`src/rtl/spi_bridge_pkg.sv`:
```
// Shared definitions for the SPI register bridge: FSM encodings and
// command-byte field positions.
package spi_bridge_pkg;

    typedef enum logic [1:0] {
        STATE_IDLE  = 2'd0,
        STATE_CMD   = 2'd1,
        STATE_WRITE = 2'd2,
        STATE_READ  = 2'd3
    } state_t;

    // Bit of the command byte that selects read (1) or write (0).
    localparam int CMD_READ_BIT = 7;

    // Width of the register address carried in the command byte.
    localparam int ADDR_BITS = 7;

endpackage

```
`src/rtl/spi_reg_bank.sv`:
```
// NUM_REGS x 8-bit register bank: one synchronous write port that ignores
// addresses beyond the bank, and a combinational read port that returns
// 8'h00 for addresses beyond the bank.
module spi_reg_bank
    import spi_bridge_pkg::*;
#(
    parameter int          NUM_REGS    = 16,
    parameter logic [7:0]  RESET_VALUE = 8'h00
) (
    input  logic                      clock,
    input  logic                      reset,
    input  logic                      wr_en,
    input  logic [ADDR_BITS-1:0]      wr_addr,
    input  logic [7:0]                wr_data,
    input  logic [ADDR_BITS-1:0]      rd_addr,
    output logic [7:0]                rd_data,
    output logic [8*NUM_REGS-1:0]     regs
);

    // Storage update: only an address that matches an existing register
    // is written, so out-of-range writes have no effect.
    always_ff @(posedge clock) begin
        if (reset) begin
            regs <= {NUM_REGS{RESET_VALUE}};
        end else if (wr_en) begin
            for (int i = 0; i < NUM_REGS; i++) begin
                if (wr_addr == ADDR_BITS'(i)) begin
                    regs[8*i +: 8] <= wr_data;
                end
            end
        end
    end

    // Read mux: zero unless the address selects an existing register.
    always_comb begin
        rd_data = 8'h00;
        for (int i = 0; i < NUM_REGS; i++) begin
            if (rd_addr == ADDR_BITS'(i)) begin
                rd_data = regs[8*i +: 8];
            end
        end
    end

endmodule

```
`src/rtl/spi_reg_bridge.sv`:
```
// Frames the SPI front end's byte stream into chip-select transactions:
// the first byte is a command (read/write + start address), following bytes
// write the register bank or clock out read data with auto-increment.
//
// Handshake: out_data is offered whenever out_data_valid is high; a byte is
// consumed on any cycle where out_data_valid & out_data_ready are both high.
// in_data_valid has no backpressure and is accepted on every cycle it pulses.
module spi_reg_bridge
    import spi_bridge_pkg::*;
#(
    parameter int          NUM_REGS    = 16,
    parameter logic [7:0]  FILL_BYTE   = 8'hA5,
    parameter logic [7:0]  RESET_VALUE = 8'h00
) (
    input  logic                      clock,
    input  logic                      reset,
    input  logic                      active,
    input  logic                      in_data_valid,
    input  logic [7:0]                in_data,
    output logic                      out_data_valid,
    output logic [7:0]                out_data,
    input  logic                      out_data_ready,
    output logic [8*NUM_REGS-1:0]     regs,
    output logic                      wr_strobe,
    output logic [ADDR_BITS-1:0]      wr_addr,
    output logic [7:0]                wr_data,
    output state_t                    dbg_state
);

    state_t                 state, state_next;
    logic                   active_d;
    logic [ADDR_BITS-1:0]   addr_ptr, addr_next;
    logic [7:0]             tx_byte, tx_next;
    logic                   strobe_next;
    logic [ADDR_BITS-1:0]   wr_addr_next;
    logic [7:0]             wr_data_next;
    logic                   bank_we;
    logic [ADDR_BITS-1:0]   bank_raddr;
    logic [7:0]             bank_rdata;
    logic                   cs_rise, cs_fall, handshake;

    assign cs_rise   = active & ~active_d;
    assign cs_fall   = ~active & active_d;
    assign handshake = out_data_valid & out_data_ready;
    assign out_data  = tx_byte;
    assign dbg_state = state;

    spi_reg_bank #(
        .NUM_REGS    (NUM_REGS),
        .RESET_VALUE (RESET_VALUE)
    ) u_bank (
        .clock   (clock),
        .reset   (reset),
        .wr_en   (bank_we),
        .wr_addr (addr_ptr),
        .wr_data (in_data),
        .rd_addr (bank_raddr),
        .rd_data (bank_rdata),
        .regs    (regs)
    );

    // State, pointer, transmit byte and write-strobe registers.
    always_ff @(posedge clock) begin
        if (reset) begin
            state          <= STATE_IDLE;
            active_d       <= 1'b0;
            out_data_valid <= 1'b0;
            addr_ptr       <= '0;
            tx_byte        <= FILL_BYTE;
            wr_strobe      <= 1'b0;
            wr_addr        <= '0;
            wr_data        <= 8'h00;
        end else begin
            state          <= state_next;
            active_d       <= active;
            out_data_valid <= active;
            addr_ptr       <= addr_next;
            tx_byte        <= tx_next;
            wr_strobe      <= strobe_next;
            wr_addr        <= wr_addr_next;
            wr_data        <= wr_data_next;
        end
    end

    // Transaction decode; a chip-select fall is applied last so a byte
    // arriving in the same cycle is still processed before the abort.
    always_comb begin
        state_next   = state;
        addr_next    = addr_ptr;
        tx_next      = tx_byte;
        strobe_next  = 1'b0;
        wr_addr_next = wr_addr;
        wr_data_next = wr_data;
        bank_we      = 1'b0;
        bank_raddr   = addr_ptr;

        case (state)
            STATE_IDLE: begin
                if (cs_rise) begin
                    state_next = STATE_CMD;
                    tx_next    = FILL_BYTE;
                end
            end
            STATE_CMD: begin
                if (in_data_valid) begin
                    addr_next = in_data[ADDR_BITS-1:0];
                    if (in_data[CMD_READ_BIT]) begin
                        state_next = STATE_READ;
                        bank_raddr = in_data[ADDR_BITS-1:0];
                        tx_next    = bank_rdata;
                        addr_next  = in_data[ADDR_BITS-1:0] + 1'b1;
                    end else begin
                        state_next = STATE_WRITE;
                    end
                end
            end
            STATE_WRITE: begin
                if (in_data_valid) begin
                    bank_we      = 1'b1;
                    strobe_next  = 1'b1;
                    wr_addr_next = addr_ptr;
                    wr_data_next = in_data;
                    addr_next    = addr_ptr + 1'b1;
                end
            end
            STATE_READ: begin
                // Received bytes are dummy clocking bytes and are ignored.
                if (handshake) begin
                    tx_next   = bank_rdata;
                    addr_next = addr_ptr + 1'b1;
                end
            end
            default: state_next = STATE_IDLE;
        endcase

        if (cs_fall) begin
            state_next = STATE_IDLE;
            tx_next    = FILL_BYTE;
            addr_next  = '0;
        end
    end

endmodule
```
`config.mk`:
```
export PLATFORM = sky130hd
export DESIGN_NAME = spi_reg_bridge
export DESIGN_NICKNAME = d
export VERILOG_FILES = /design/src/rtl/spi_bridge_pkg.sv /design/src/rtl/spi_reg_bank.sv /design/src/rtl/spi_reg_bridge.sv
export SDC_FILE = /design/constraint.sdc
export NUM_CORES = 1
export LEC_CHECK = 0
export CAP_MARGIN = 20
export CELL_PAD_IN_SITES_DETAIL_PLACEMENT = 1
export CELL_PAD_IN_SITES_GLOBAL_PLACEMENT = 2
export CORE_MARGIN = 2
export CORE_UTILIZATION = 28
export CTS_BUF_LIST = sky130_fd_sc_hd__clkbuf_4
export DETAILED_ROUTE_END_ITERATION = 10
export PLACE_DENSITY = 0.89
export RECOVER_POWER = 25
export SYNTH_ARGS = -nofsm -noshare
export SYNTH_HDL_FRONTEND = slang
export SYNTH_SLANG_ARGS = --single-unit
export TNS_END_PERCENT = 20
```
`constraint.sdc`:
```
create_clock -name clock -period 2.3 [get_ports clock]
set_input_delay 0.46 -clock clock [delete_from_list [all_inputs] [get_ports clock]]
set_output_delay 0.46 -clock clock [all_outputs]
set_load 0.03 [all_outputs]
```
Word level (Yosys, flattened, before mapping)
Cells that the tools add are included.
{ "word_totals": {"register_bits": 162} }
{ "op_classes": {"reduce_logical": 27, "n_bitwise": 5, "add_sub_neg": 2, "mux": 35, "eq_ne": 38} }
{ "ops": {"columns": ["operator", "n"], "rows": [
  ["2-to-1 mux 8 bit", 20],
  ["== test 7 x 4 -> 1 bit, second input constant", 16],
  ["== test 7 x 3 -> 1 bit, second input constant", 8],
  ["2-to-1 mux 7 bit", 7],
  ["AND reduction 2 bit", 17],
  ["== test 7 x 2 -> 1 bit, second input constant", 4],
  ["case mux 8 bit (3 select lines)", 1],
  ["case mux 7 bit (3 select lines)", 1],
  ["adder 7 x 1 -> 7 bit, second input constant", 2],
  ["== test 7 x 1 -> 1 bit, second input constant", 2],
  ["logical NOT 7 bit", 2],
  ["inequality test 2 bit, second input constant", 5],
  ["nonzero test 3 bit", 2],
  ["AND reduction 5 bit", 1],
  ["== test 2 bit, second input constant", 2],
  ["2-to-1 mux 2 bit", 2],
  ["case mux 2 bit (2 select lines)", 1],
  ["AND reduction 4 bit", 1],
  ["bitwise AND 1 bit", 3],
  ["2-to-1 mux 1 bit", 3],
  ["AND reduction 3 bit", 1],
  ["== test 2 x 1 -> 1 bit, second input constant", 1],
  ["logical NOT 2 bit", 1],
  ["NOT 1 bit", 2],
  ["other kinds (2)", 2]
]} }

Longest topological paths before layout
{ "logic_depth": {"word_depth": 23, "depth_mapped": 11} }

Hierarchy
A second synthesis with hierarchy kept.
{ "unflattened": {"cells_unflattened": 902, "hier_area_um2": 7865.0} }
{ "by_module_without_submodules": {"columns": ["module", "seq_area_each_um2", "cells_each", "area_each_um2", "n_inst"], "rows": [
  ["spi_reg_bank", 2562.5, 699, 6199.7, 1],
  ["spi_reg_bridge", 680.7, 203, 1665.3, 1]
]} }

Worst setup path after synthesis
No wires, ideal clock.
{ "synth_timing": {"path_type": "flip-flop to flip-flop", "start": "reg state[1], in the netlist dbg_state[1]", "end": "reg tx_byte[7], in the netlist out_data[7]", "slack_ns": -0.166, "required_ns": 2.173, "setup_ns": 0.127, "t_arrival_ns": 2.340, "stages_incl_launch_ff": 10, "synth_period_minus_slack_ns": 2.466, "path_cell_list": "dfxtp_1 -> buf_6 -> nand4b_4 -> buf_6 -> mux2_4 -> mux2_4 -> a222oi_1 -> o2111ai_1 -> a221oi_2 -> o22ai_1"} }
{ "synth_between": {"elab_chain_len": 22, "word_cells_on_any_way": 46, "classes_between": "eq/ne: 21; mux: 21; reduce/logical: 4"} }
{ "synth_rtl": {"columns": ["element", "line_no", "rtl"], "rows": [
  ["from (decl)", "spi_reg_bridge.sv:30", "state_t state, state_next;"],
  ["from (signal assigned)", "spi_reg_bridge.sv:74", "state <= state_next;"],
  ["== test 2 x 1 -> 1 bit", "spi_reg_bridge.sv:97", "case (state)"],
  ["2-to-1 mux 7 bit", "spi_reg_bridge.sv:97", null],
  ["logical NOT 7 bit", "spi_reg_bank.sv:38", "if (rd_addr == ADDR_BITS'(i)) begin"],
  ["2-to-1 mux 8 bit (16 in a row)", "spi_reg_bank.sv:38", null],
  ["2-to-1 mux 8 bit", "spi_reg_bridge.sv:107", "if (in_data[CMD_READ_BIT]) begin"],
  ["2-to-1 mux 8 bit", "spi_reg_bridge.sv:105", "if (in_data_valid) begin"],
  ["case mux 8 bit (3 select lines)", "spi_reg_bridge.sv:97", null],
  ["to (signal assigned)", "spi_reg_bridge.sv:78", "tx_byte <= tx_next;"],
  ["to (decl)", "spi_reg_bridge.sv:33", "logic [7:0] tx_byte, tx_next;"]
]} }
Several ways; a longest one is shown, not always the timed one. The select of a mux whose other input is x is not followed.
A chain may end at the register's enable or synchronous reset.

Worst setup path in the final report
{ "layout_timing": {"start": "reg state[1], in the netlist dbg_state[1]", "end": "reg tx_byte[5], in the netlist out_data[5]"} }
The elaborated chain is that of the path after synthesis.

==> summary.txt <==
Clock tree
  • TritonCTS clock tree: built
  • CTS Hold Buffers Added: 0
  • Cell at the root of the clock tree: clkbuf_4
  • Clock Latency Late Sink: roughly 0.6 ns
  • Clock sinks: between 150 and 200
  • CTS buffer count: 17
  • Clock Tree Buf Depth: 2
  • Clock slew at reported path FFs: 0.18 ns
  • H-tree depth: 4

Placed design
  • Port buffer count: 167
  • Final HPWL DP: approximately 27000 um
  • Placed insts: between 1500 and 2000
  • Area after DPL: 0.0110 mm2
  • Placer Congestion: 0.964

Routing
  • TritonRoute pass-1 iters: 5
  • DRC Markers: 0
  • Wire length per cell: 22.3 um
  • Vias per cell: between 5 and 6
  • Final wirelength: 35300 um
  • Antenna Nets Post-Route: 0
  • Vias: around 8000
  • DRT iter0 DRCs: 669

Yosys
  • Mux contribution to synthesized area: 0.154
  • Simple-gate share of the synthesized area: 0.211
  • Syn nets: 939
  • Ys async rst share: 0
  • Mean Syn Cell Area: 8.46 um2
  • Synth Area in Compound Gates: 0.163
  • Synthesized area: 0.00779 mm2
  • Syn Inst Count: 921
  • Post-synth EDFFs: 0
  • Syn. warnings: 0
  • Main combinational cell family by area after synthesis: simple AND/OR/NAND/NOR gates
  • Yosys cell types: 64
  • Synth Register Bits: 162
  • Seq/Total Area, Yosys: 0.416
  • XOR/XNOR Fraction of Synth Area: 0.00675
  • Adder-cell share of the synthesized area: 0.00803
  • Top FF cell, synth: dfxtp_1

Timing
  • Skew final: 0.0277 ns
  • PnR worst setup slack: -0.0747 ns
  • Final Slew Violations: 0
  • Slew margin rel.: 0.118
  • RSZ-0062 raised after global routing: true
  • Final setup fails: 5
  • Min Hold Slack: 0.464 ns
  • Period utilization: 1.03
  • Final hold vios: 0
  • Max frequency: 0.421 GHz
  • Minimum clock period: around 2.4 ns
  • Actual slew at the worst max-slew pin: 1.32 ns

Setup path
  • Crit path max fanout: 15
  • Worst Path Required: 2.85 ns
  • Setup crit start kind: register
  • Worst setup path category: reg -> reg
  • Worst EP arrival: 2.92 ns
  • CP Capture Type: register

Run
  • Max-cap violations: 0

Layout
  • Final core utilization: 0.406
  • Fin cells: 1583
  • # nets final: 1209
  • Register area: roughly 0.0033 mm2
  • Most common cell after layout, fill and taps aside: dfxtp_1
  • Fillers: 3247
  • Area Overhead vs Synth: 43.8%
  • Design area: approximately 0.011 mm2
  • Layout cells sized above 1: 0.192
  • Most frequent cells in the layout: dfxtp_1, clkdlybuf4s50_1, nor2_1
  • Area of the multi-input gates: around 0.0043 mm2

Power
  • Total chip power: approximately 0.0054 W
  • Leak Pwr: roughly 4.3 nW
  • Part of the power in registers: 0.525
  • Clock share of power: 0.344
  • Sw Share: 0.334
  • PwrDens: 485 mW/mm2
  • Int Power: between 0.003 and 0.004 W
  • Psw: 0.00181 W
  • Gate power share: 0.131
  • VDD IR max: 0.000340 V

Global route
  • Tot GR Track Use: 0.240
  • GRT overflow: 0
  • Busiest metal layer after global routing: met2
  • Initial antenna violation count: 2
  • Met2 usage: 0.392
  • Met3 Track Usage GR: 0.0328
  • Vias in the first global route: between 8000 and 9000
  • Grt met1 use: 0.336
  • First-pass GRT wire length: between 50000 and 60000 um
  • Largest net degree at the start of global routing: 86

Die
  • Die Ht: 171 um
  • IO Pins: 168
  • Die Wd: 171 um
  • Die area: a little under 0.03 mm2
  • Rows: 61
  • Core Region: 0.0276 mm2
  • Initial core utilization: 0.283

Run status
  • Failing checks: setup timing
  • Outcome: finished, violations left

Min path
  • HP Class: reg -> reg
-- synthesized netlist by cell type (5+ instances only) --
library cell	count	area, um2
o22ai_1	15	93.8
a21o_1	6	45.0
clkbuf_1	49	184
nand2_1	111	417
mux2i_1	108	1080
ha_1	5	62.6
a222oi_1	10	100
mux2_2	5	56.3
o211ai_1	6	45.0
a221oi_1	9	78.8
nor2b_1	7	43.8
nand2b_1	5	31.3
a31o_2	5	43.8
nor2_1	138	518
a211oi_1	6	45.0
inv_1	9	33.8
dfxtp_1	162	3240
a21oi_1	63	315
nor4_1	7	43.8
buf_2	10	50.1
a22oi_1	8	60.1
nand4_1	6	37.5
buf_1	9	33.8
o21ai_0	18	90.1
nor3_1	19	95.1
nor2_2	8	50.1
nand3_1	42	210
-- sequential cells by signal (all words and copies together), names as in the netlist --
signal / flops
wr_data: 8
addr_ptr: 7
u_bank.regs: 128
wr_addr: 7
active_d: 1
wr_strobe: 1
dbg_state: 2
out_data: 8
-- power by group through the flow --
| stage | Sequential [W] | Clock [W] | Combinational [W] |
|---|---|---|---|
| 2_1_floorplan | 0.00292 | 0 | 0.000325 |
| 3_3_place_gp | 0.00291 | 0 | 0.000689 |
| 3_5_place_dp | 0.00291 | 0 | 0.000698 |
| 4_1_cts | 0.00285 | 0.00191 | 0.000704 |
| 5_1_grt | 0.00286 | 0.00201 | 0.000756 |
| 6_report | 0.00285 | 0.00187 | 0.000710 |
-- critical path: stages, from the launching register on --
cell	delay, ns
dfxtp_4	0.39
nand4b_4	0.16
buf_4	0.24
buf_4	0.22
nor4_2	0.07
a41o_1	0.27
or4_1	0.58
a41oi_2	0.21
o32a_1	0.16
-- layer usage --
layer / vias to the layer above / share of wire
li1: 3844 / -
met1: 4111 / 0.47
met2: 260 / 0.47
met3: 29 / 0.052
met4: 0 / 0.013
met5: - / 0
-- through the flow --
step	setup TNS, ns	setup slack (ns)
final	-0.248	-0.0747
after global routing	-6.50	-0.214
after CTS	-0.192	-0.114
after detailed placement	-41.81	-0.841
after global placement	-36.17	-0.884
after floorplan	-0.0724	-0.0413
-- layout make-up --
class                   instances  area share
multi-input cells             680       0.385
flip-flops and latches        162       0.290
repair buffers                321       0.252
well taps                     378      0.0422
clock inverters                15      0.0165
clock buffers                  17      0.0114
inverters                       9     0.00302
diodes                          1    0.000223
-- final timing paths --
kind	to	depth (start not counted)	slack, ns	start
worst max-delay path	out_data[5]$_SDFFE_PP1P_	8	-0.07	dbg_state[1]$_SDFFE_PP0P_
worst min-delay path	wr_data[7]$_SDFFE_PP0P_	2	0.46	wr_data[7]$_SDFFE_PP0P_
worst max register to register	out_data[5]$_SDFFE_PP1P_	8	-0.07	dbg_state[1]$_SDFFE_PP0P_
worst min register to register	wr_data[7]$_SDFFE_PP0P_	2	0.46	wr_data[7]$_SDFFE_PP0P_
-- cell families after synthesis --
kind of cell               Yosys count
muxes                              117
DFF                                162
AOI/OAI and AO/OA                  185
and+or+nand+nor                    367
xor gates and xnor gates             6
buffers and inverters               79
adders and majority gates            5
-- timing repair --
| item | in CTS | in global routing |
|---|---|---|
| cloned | 0 | 0 |
| resized for setup | 23 | 23 |
| setup endpoints to repair | 16 | 21 |
| setup buffers | 0 | 0 |
| pin swaps | 2 | 2 |
No activity file was read; power rests on OpenSTA's default activity.
